--- config.mk ---
export PLATFORM = sky130hd
export DESIGN_NAME = mips_lsu
export DESIGN_NICKNAME = d
export VERILOG_FILES = /design/src/rtl/mips_mem_defs.sv /design/src/rtl/lsu_lane.sv /design/src/rtl/mips_lsu.sv
export SDC_FILE = /design/constraint.sdc
export NUM_CORES = 1
export LEC_CHECK = 0
export ABC_AREA = 1
export CORE_MARGIN = 3
export CORE_UTILIZATION = 53
export CTS_BUF_LIST = sky130_fd_sc_hd__clkbuf_16
export DETAILED_ROUTE_END_ITERATION = 8
export PLACE_DENSITY = 0.94
export SLEW_MARGIN = 40
export SYNTH_ARGS = -nofsm -noshare
export SYNTH_HDL_FRONTEND = slang
export SYNTH_SLANG_ARGS = --single-unit
--- constraint.sdc ---
create_clock -name CLK -period 3.9 [get_ports CLK]
set_input_delay 0.39 -clock CLK [delete_from_list [all_inputs] [get_ports CLK]]
set_output_delay 0.39 -clock CLK [all_outputs]
set_load 0.02 [all_outputs]
--- src/rtl/mips_mem_defs.sv ---
// Shared definitions for the MIPS MEM-stage load/store path.
// Provides the op encodings, the LSU FSM state encoding, default widths
// and the alignment/class helpers used by mips_lsu and lsu_lane.
package mips_mem_defs;

    localparam int unsigned LSU_DATA_WIDTH = 32;
    localparam int unsigned LSU_ADDR_WIDTH = 10;

    typedef enum logic [2:0] {
        OP_LW  = 3'd0,
        OP_LH  = 3'd1,
        OP_LHU = 3'd2,
        OP_LB  = 3'd3,
        OP_LBU = 3'd4,
        OP_SW  = 3'd5,
        OP_SH  = 3'd6,
        OP_SB  = 3'd7
    } op_t;

    typedef enum logic [2:0] {
        ST_IDLE = 3'd0,
        ST_RD   = 3'd1,
        ST_WAIT = 3'd2,
        ST_WR   = 3'd3,
        ST_DONE = 3'd4
    } state_t;

    // Word ops need offset 0, halfword ops need an even offset, bytes never fault.
    function automatic logic is_misaligned(input op_t op, input logic [1:0] offset);
        logic mis;
        mis = 1'b0;
        case (op)
            OP_LW, OP_SW:          mis = (offset != 2'b00);
            OP_LH, OP_LHU, OP_SH:  mis = offset[0];
            default:               mis = 1'b0;
        endcase
        return mis;
    endfunction

    function automatic logic is_load(input op_t op);
        return (op == OP_LW) || (op == OP_LH) || (op == OP_LHU) ||
               (op == OP_LB) || (op == OP_LBU);
    endfunction

endpackage

--- src/rtl/lsu_lane.sv ---
// Byte-lane steering for a 32-bit little-endian word.
// Ports:
//   op         - memory op encoding
//   offset     - byte offset within the word (0 = bits [7:0])
//   word_in    - word read from memory
//   wdata      - store data (SH uses [15:0], SB uses [7:0])
//   load_val   - extracted and sign/zero-extended load result
//   store_word - word_in with the store lane(s) replaced (SW: wdata)
module lsu_lane
    import mips_mem_defs::*;
(
    input  op_t         op,
    input  logic [1:0]  offset,
    input  logic [31:0] word_in,
    input  logic [31:0] wdata,
    output logic [31:0] load_val,
    output logic [31:0] store_word
);

    logic [4:0]  byte_sh;
    logic [4:0]  half_sh;
    logic [7:0]  lane_b;
    logic [15:0] lane_h;
    logic [31:0] mask_b;
    logic [31:0] mask_h;

    assign byte_sh = {offset, 3'b000};
    assign half_sh = {offset[1], 4'b0000};
    assign lane_b  = 8'(word_in >> byte_sh);
    assign lane_h  = 16'(word_in >> half_sh);
    assign mask_b  = 32'h0000_00FF << byte_sh;
    assign mask_h  = 32'h0000_FFFF << half_sh;

    // Load extraction and extension.
    always_comb begin
        load_val = word_in;
        case (op)
            OP_LH:   load_val = {{16{lane_h[15]}}, lane_h};
            OP_LHU:  load_val = {16'h0000, lane_h};
            OP_LB:   load_val = {{24{lane_b[7]}}, lane_b};
            OP_LBU:  load_val = {24'h00_0000, lane_b};
            default: load_val = word_in;
        endcase
    end

    // Read-modify-write merge for sub-word stores.
    always_comb begin
        store_word = wdata;
        case (op)
            OP_SH:   store_word = (word_in & ~mask_h) | (32'(wdata[15:0]) << half_sh);
            OP_SB:   store_word = (word_in & ~mask_b) | (32'(wdata[7:0]) << byte_sh);
            default: store_word = wdata;
        endcase
    end

endmodule

--- src/rtl/mips_lsu.sv ---
// MIPS MEM-stage load/store unit in front of a word-wide datamemory.
// Turns byte-addressed LW/LH/LHU/LB/LBU/SW/SH/SB into word reads/writes,
// extends loads and performs read-modify-write for sub-word stores.
// Ports:
//   CLK, RST           - clock, synchronous active-high reset
//   start, op, addr,   - request (sampled only when idle)
//   wdata
//   busy, done,        - handshake; misaligned pulses with done on a fault
//   misaligned
//   rdata              - last completed load result
//   mem_ADDR, mem_RW_RD, mem_din, mem_dout - datamemory port
module mips_lsu
    import mips_mem_defs::*;
#(
    parameter int unsigned DATA_WIDTH = LSU_DATA_WIDTH,
    parameter int unsigned ADDR_WIDTH = LSU_ADDR_WIDTH
) (
    input  logic                  CLK,
    input  logic                  RST,
    input  logic                  start,
    input  logic [2:0]            op,
    input  logic [31:0]           addr,
    input  logic [DATA_WIDTH-1:0] wdata,
    output logic                  busy,
    output logic                  done,
    output logic                  misaligned,
    output logic [DATA_WIDTH-1:0] rdata,
    output logic [ADDR_WIDTH-1:0] mem_ADDR,
    output logic                  mem_RW_RD,
    output logic [DATA_WIDTH-1:0] mem_din,
    input  logic [DATA_WIDTH-1:0] mem_dout
);

    state_t                state, state_nxt;
    op_t                   req_op, req_op_nxt;
    logic [1:0]            req_off, req_off_nxt;
    logic [DATA_WIDTH-1:0] req_wdata, req_wdata_nxt;
    logic                  err, err_nxt;

    logic                  busy_nxt, done_nxt, misaligned_nxt, rw_rd_nxt;
    logic [DATA_WIDTH-1:0] rdata_nxt, din_nxt;
    logic [ADDR_WIDTH-1:0] maddr_nxt;

    logic [31:0]           load_val, store_word;
    op_t                   in_op;
    logic                  in_mis;

    // Address bits above the 4 KiB window wrap and are intentionally dropped.
    logic                  unused_addr_hi;
    assign unused_addr_hi = ^addr[31:ADDR_WIDTH+2];

    assign in_op  = op_t'(op);
    assign in_mis = is_misaligned(in_op, addr[1:0]);

    lsu_lane u_lane (
        .op         (req_op),
        .offset     (req_off),
        .word_in    (mem_dout),
        .wdata      (req_wdata),
        .load_val   (load_val),
        .store_word (store_word)
    );

    // State and registered outputs.
    always_ff @(posedge CLK) begin
        if (RST) begin
            state      <= ST_IDLE;
            req_op     <= OP_LW;
            req_off    <= 2'b00;
            req_wdata  <= '0;
            err        <= 1'b0;
            busy       <= 1'b0;
            done       <= 1'b0;
            misaligned <= 1'b0;
            rdata      <= '0;
            mem_ADDR   <= '0;
            mem_RW_RD  <= 1'b1;
            mem_din    <= '0;
        end else begin
            state      <= state_nxt;
            req_op     <= req_op_nxt;
            req_off    <= req_off_nxt;
            req_wdata  <= req_wdata_nxt;
            err        <= err_nxt;
            busy       <= busy_nxt;
            done       <= done_nxt;
            misaligned <= misaligned_nxt;
            rdata      <= rdata_nxt;
            mem_ADDR   <= maddr_nxt;
            mem_RW_RD  <= rw_rd_nxt;
            mem_din    <= din_nxt;
        end
    end

    // Next state; outputs are decoded from the next state so they are Moore in it.
    always_comb begin
        state_nxt     = state;
        req_op_nxt    = req_op;
        req_off_nxt   = req_off;
        req_wdata_nxt = req_wdata;
        err_nxt       = err;
        rdata_nxt     = rdata;
        maddr_nxt     = mem_ADDR;
        din_nxt       = mem_din;

        case (state)
            ST_IDLE: begin
                if (start) begin
                    req_op_nxt    = in_op;
                    req_off_nxt   = addr[1:0];
                    req_wdata_nxt = wdata;
                    err_nxt       = in_mis;
                    if (in_mis) begin
                        state_nxt = ST_DONE;
                    end else begin
                        maddr_nxt = addr[ADDR_WIDTH+1:2];
                        if (in_op == OP_SW) begin
                            din_nxt   = wdata;
                            state_nxt = ST_WR;
                        end else begin
                            state_nxt = ST_RD;
                        end
                    end
                end
            end
            ST_RD:   state_nxt = ST_WAIT;
            ST_WAIT: begin
                if (is_load(req_op)) begin
                    rdata_nxt = load_val;
                    state_nxt = ST_DONE;
                end else begin
                    din_nxt   = store_word;
                    state_nxt = ST_WR;
                end
            end
            ST_WR:   state_nxt = ST_DONE;
            ST_DONE: state_nxt = ST_IDLE;
            default: state_nxt = ST_IDLE;
        endcase

        busy_nxt       = (state_nxt != ST_IDLE);
        done_nxt       = (state_nxt == ST_DONE);
        misaligned_nxt = (state_nxt == ST_DONE) && err_nxt;
        rw_rd_nxt      = (state_nxt != ST_WR);
    end

endmodule

* After elaboration in Yosys (flattened, before gate mapping)
Cells that the tools add are included.
Word-level totals: register bits 119, input bits 102, output and inout bits 78, logic and storage cells 76
Operators by class: equality and inequality tests 19, shift operators 6, multiplexer cells 15, bitwise logic cells 7, reduce and logical (&&, ||, !) cells 17
Operators by type and width (number):
- $mux 32 | 4
- $pmux 32 s2 | 2
- $pmux 32 s4 | 1
- $and 32x32->32 | 2
- $not 32->32 | 2
- $or 32x32->32 | 2
- $shl 16x5->32 | 1
- $shl 16x5->32 const A | 1
- $shl 8x5->32 | 1
- $shl 8x5->32 const A | 1
- $shr 32x5->16 | 1
- $shr 32x5->8 | 1
- $eq 3x3->1 const B | 6
- $eq 3x2->1 const B | 5
- $pmux 3 s4 | 1
- $eq 3x1->1 const B | 3
- $logic_not 3->1 | 3
- $mux 3 | 3
- $ne 2x2->1 const B | 4
- $reduce_and 5->1 | 1
- $logic_or 1x1->1 | 4
- $reduce_and 2->1 | 2
- $reduce_bool 2->1 | 2
- $ne 3x2->1 const B | 1
- other kinds (9) | 10

* Longest topological paths before layout
depth after elaboration 9, mapped depth 12, mapped depth without buffers 10

* Cells and area by module
A second synthesis with hierarchy kept.
Unflattened totals: cell total of the unflattened synthesis 1179, area total of the unflattened synthesis 7335.8 um2
By module, submodules not included:
- mips_lsu | times used 1, cells an instance 672, area an instance 5001.0 um2, seq. area each 2382.3 um2
- lsu_lane | times used 1, cells an instance 507, area an instance 2334.7 um2, seq. area each 0.0 um2

* Worst setup path after synthesis
Ideal clock, no wire load.
kind flip-flop to flip-flop, from register req_off[1], to register rdata[20], setup time 119 ps, arrival time 1377 ps, data required time 3781 ps, setup slack 2404 ps, cell stages (with the launch flop) 12, path buffers 2, clock period less this slack 1496 ps, path through dfxtp_1 buf_2 inv_2 nand2_2 nor2_1 nor2_1 nand2_1 nand2_2 nand2_1 nor2_4 buf_4 a21oi_1
Between the ends: longest elaborated chain between the ends 2, elaborated cells between the ends (all ways) 3, those cells by class shift: 2; mux: 1
RTL lines:
- start, declared | RTL line mips_lsu.sv:36 | logic [1:0] req_off, req_off_nxt;
- start signal, assigned | RTL line mips_lsu.sv:82 | req_off <= req_off_nxt;
- $shr 32x5->8 or $shr 32x5->16 (tied branches) | RTL line lsu_lane.sv:29, lsu_lane.sv:30
- $pmux 32 s4 * | RTL line lsu_lane.sv:37 | case (op)
- end signal, assigned | RTL line mips_lsu.sv:88 | rdata <= rdata_nxt;
- end, declared | RTL line mips_lsu.sv:27 | output logic [DATA_WIDTH-1:0] rdata,
Every way passes the cells marked *; elsewhere a longest branch is shown, timed or not. A chain may end at the register's enable or synchronous reset.

* Worst setup path after layout
from register req_off[1], to register rdata[16]
The elaborated chain is that of the path after synthesis.

==> report_table.html <==
<table>
<tr><th>Metric</th><th>Value</th></tr>
<tr><th colspan="2">Cells and area</th></tr>
<tr><td>Area of combinational cells with multiple inputs</td><td>about 0.0037 mm^2</td></tr>
<tr><td>Post-route cell area</td><td>around 0.0090 mm^2</td></tr>
<tr><td>Layout cells sized above 1</td><td>4.95%</td></tr>
<tr><td>Layout area overhead</td><td>31.9%</td></tr>
<tr><td>Net total in the final layout</td><td>about 1.4k</td></tr>
<tr><td>Diodes inserted</td><td>0</td></tr>
<tr><td>Filler cell count</td><td>between 900 and 1k</td></tr>
<tr><td>Register Area</td><td>about 0.0024 mm^2</td></tr>
<tr><th colspan="2">Route</th></tr>
<tr><td>Violation count after the first detailed-routing iteration</td><td>approximately 790</td></tr>
<tr><td>Total vias in the final route</td><td>between 7k and 8k</td></tr>
<tr><td>Number of iterations in the first detailed-routing pass</td><td>6</td></tr>
<tr><td>Total length of routed wires</td><td>22900 um</td></tr>
<tr><td>Number of remaining DRC errors</td><td>0</td></tr>
<tr><td>Via-per-instance ratio</td><td>roughly 5.5</td></tr>
<tr><td>ANT nets after route</td><td>0</td></tr>
<tr><td>Average wire length per cell after detail routing</td><td>between 15 and 20 um</td></tr>
<tr><th colspan="2">Logic synthesis</th></tr>
<tr><td>Net count of the mapped netlist</td><td>about 1.2k</td></tr>
<tr><td>Seq cells post-synth</td><td>between 100 and 150</td></tr>
<tr><td>Post-Synthesis Mean Instance Area</td><td>about 6.0 um^2</td></tr>
<tr><td>Post-synthesis cell type count</td><td>27</td></tr>
<tr><td>Dominant cell type by area after synthesis</td><td>sky130_fd_sc_hd__dfxtp_1</td></tr>
<tr><td>Gate Count Post-Synth</td><td>between 1k and 1.5k</td></tr>
<tr><td>Fraction of the yosys area taken by sequential cells</td><td>between 30% and 40%</td></tr>
<tr><td>Cells taking the most area after synthesis</td><td>sky130_fd_sc_hd__dfxtp_1 (35%), sky130_fd_sc_hd__nand2_1 (20%), sky130_fd_sc_hd__nor2_1 (8.4%)</td></tr>
<tr><td>Post-synth design cell area</td><td>around 0.0068 mm^2</td></tr>
<tr><td>Number of warnings reported in the yosys synthesis log</td><td>0</td></tr>
<tr><td>Share of the synthesized area in the top cell type</td><td>35.0%</td></tr>
<tr><th colspan="2">Setup path</th></tr>
<tr><td>Crit-path leading delay family</td><td>simple AND/OR/NAND/NOR gates</td></tr>
<tr><td>Critical path peak fanout</td><td>18</td></tr>
<tr><td>Cell at the slowest stage of the critical path</td><td>sky130_fd_sc_hd__dfxtp_1</td></tr>
<tr><td>Crit. End Element</td><td>register</td></tr>
<tr><td>Sort of element at the start of the critical path</td><td>register</td></tr>
<tr><td>Worst-path cell chain</td><td>inv_2 -&gt; nand2_2 -&gt; nor2_1 -&gt; nor2_1 -&gt; nand2_1 -&gt; nand2_2 -&gt; nand2_1 -&gt; nor2_4 -&gt; a21oi_1</td></tr>
<tr><td>Worst Path Class, Setup</td><td>reg2reg</td></tr>
<tr><td>Largest stage delay, worst path</td><td>just over 700 ps</td></tr>
<tr><td>Required time at the worst-slack endpoint</td><td>around 4200 ps</td></tr>
<tr><td>Critical Path AT</td><td>2690 ps</td></tr>
<tr><td>Buffering stage count on the worst path with inverters included</td><td>1</td></tr>
<tr><th colspan="2">STA</th></tr>
<tr><td>Count of final hold-check violations</td><td>0</td></tr>
<tr><td>Fmax</td><td>roughly 420 MHz</td></tr>
<tr><td>Final max-slew violation count</td><td>0</td></tr>
<tr><td>Max Clock Skew</td><td>around 7.5 ps</td></tr>
<tr><td>Total negative slack for setup checks</td><td>0 ps</td></tr>
<tr><td>Min Clock Period, post-route</td><td>2400 ps</td></tr>
<tr><td>Headroom to the max-slew limit</td><td>around 46%</td></tr>
<tr><td>Slew of the pin with the lowest slew margin</td><td>about 800 ps</td></tr>
<tr><td>Final setup violation count</td><td>0</td></tr>
<tr><td>Final clock period utilization by the worst path</td><td>approximately three fifths</td></tr>
<tr><td>Setup repair after global routing missed its margin</td><td>false</td></tr>
<tr><th colspan="2">Clock network</th></tr>
<tr><td>Clock tree from TritonCTS</td><td>yes</td></tr>
<tr><td>CTS H-tree depth</td><td>4</td></tr>
<tr><td>Post_cts resized</td><td>0</td></tr>
<tr><td>Number of buffers created by CTS</td><td>17</td></tr>
<tr><td>Setup Buffers After CTS</td><td>0</td></tr>
<tr><td>Number of clock sinks</td><td>between 100 and 150</td></tr>
<tr><td>Clock Path Buffers</td><td>2</td></tr>
<tr><td>Hold bufs inserted after CTS</td><td>0</td></tr>
<tr><td>Worst skew pair latency</td><td>between 400 and 500 ps</td></tr>
<tr><td>Root buf cell</td><td>sky130_fd_sc_hd__clkbuf_16</td></tr>
<tr><td>Post-CTS clock slew at the launch and capture registers of the worst setup and hold paths</td><td>around 50 ps</td></tr>
<tr><th colspan="2">Pwr</th></tr>
<tr><td>Leakage Power</td><td>around 4.1 nW</td></tr>
<tr><td>Maximum VDD drop</td><td>around 0.37 mV</td></tr>
<tr><td>P per Cell Area</td><td>roughly 430 mW/mm^2</td></tr>
<tr><td>Total power</td><td>3.85 mW</td></tr>
<tr><th colspan="2">Job</th></tr>
<tr><td>Max-capacitance violation count</td><td>0</td></tr>
<tr><th colspan="2">Hold path</th></tr>
<tr><td>Class of the tightest hold or removal check</td><td>reg2reg</td></tr>
<tr><th colspan="2">Placed design</th></tr>
<tr><td>Count of input and output buffers</td><td>159</td></tr>
<tr><td>Post-Place Cell Area</td><td>0.00840 mm^2</td></tr>
<tr><td>Detailed placer's ending HPWL</td><td>16100 um</td></tr>
<tr><td>Placer Congestion</td><td>slightly below 1</td></tr>
<tr><th colspan="2">Die</th></tr>
<tr><td>Core area</td><td>~0.012 mm^2</td></tr>
<tr><td>Die width</td><td>119 um</td></tr>
<tr><td>Core Rows</td><td>40</td></tr>
<tr><td>Total Die Area</td><td>approximately 0.014 mm^2</td></tr>
<tr><td>Starting Density</td><td>between 50% and 60%</td></tr>
<tr><td>Die Ht</td><td>approximately 120 um</td></tr>
<tr><td>IO Pins</td><td>180</td></tr>
<tr><th colspan="2">GRT</th></tr>
<tr><td>Global-route total usage across every layer</td><td>31.4%</td></tr>
<tr><td>Global-route congestion overflow total</td><td>0</td></tr>
<tr><td>Vias in the first global route</td><td>approximately 7.2k</td></tr>
<tr><td>Global-route wire length before repair</td><td>around 36000 um</td></tr>
<tr><td>Largest net degree at the start of global routing</td><td>59</td></tr>
<tr><td>Initial antenna violation count</td><td>0</td></tr>
<tr><th colspan="2">Status</th></tr>
<tr><td>Outcome</td><td>complete, no violations</td></tr>
</table>
[worst reg2reg max path, delay by kind of cell (launching register included)]
family                 cells  cell delay, ps
DFF                        1             720
and+or+nand+nor            7            1100
buffers and inverters      1             310
AOI/OAI and AO/OA          1             140
[cell usage in the layout, fill, tap and decap left out, drive strengths merged, types with 9 or more instances in the layout]
cell	Yosys	final
nand2	371	371
nor2	160	160
o211ai	9	9
inv	115	116
clkinv	0	10
dfxtp	119	119
clkdlybuf4s50	0	159
o21ai	92	92
nand4	13	13
buf	35	11
nand3	77	77
a21oi	95	95
clkbuf	31	17
[per-layer routing]
metal / part of all wire, % / GRT usage [%]
met5: 0 / 0
met1: 39 / 39.1
met2: 46 / 50.9
met3: 9.8 / 6.51
met4: 5.4 / 17.0
[report_power, final]
part | internal (mW) | total [mW] | switching (mW) | leakage, nW
registers | 1.32 | 1.41 | 0.0890 | 0.974
logic | 0.350 | 0.914 | 0.564 | 2.85
clock network | 0.979 | 1.53 | 0.546 | 0.285
[per-stage QoR]
step	std cells	hold slack [ps]	setup WS (ps)	utilization, %
after floorplan	1138	465	2400	-
after global placement	1409	447	1510	68.4
after detailed placement	1409	455	1500	68.5
after CTS	1440	465	1510	73.1
after global routing	1441	477	1330	73.2
final	1441	465	1500	73.2
[sequential cells by signal (all words and copies together), names as in the netlist]
name        flops
req_op          3
busy            1
req_off         2
mem_ADDR       10
mem_din        32
rdata          32
mem_RW_RD       1
state           3
done            1
misaligned      1
err             1
req_wdata      32
[Yosys cell counts (all sizes together)]
cell type  instances
a21oi             95
nor2             160
a21boi             6
nor3               5
nand2            371
o211ai             9
or2                2
inv              115
clkbuf            31
a22oi              7
buf               35
o21ai             92
nor4               1
nand3             77
dfxtp            119
nand4             13
[path summary, 6_finish.rpt]
kind,start,to,slack (ps),cells past startpoint
setup / recovery,req_off[1],rdata[16],1500,9
hold reg to reg,mem_ADDR[9],mem_ADDR[9],470,2
setup reg to reg,req_off[1],rdata[16],1500,9
hold / removal,mem_ADDR[9],mem_ADDR[9],470,2
[kinds of logic (layout without fill, tap and decap cells)]
| family | Yosys count | in the layout | synth area share, % |
|---|---|---|---|
| buf+inv | 181 | 316 | 10.9 |
| simple gates | 629 | 629 | 37.6 |
| compound gates | 209 | 209 | 16.5 |
| flops | 119 | 119 | 35.0 |
[final cells by class]
class | instances | area share, %
clock buffer | 17 | 4.74
clock inverter | 14 | 1.57
tap | 168 | 2.34
multi-input combinational | 838 | 41.1
sequential | 119 | 26.5
inverter | 115 | 4.81
timing repair buffer | 170 | 18.9
Note: power is estimated with default switching activity, not from simulation.
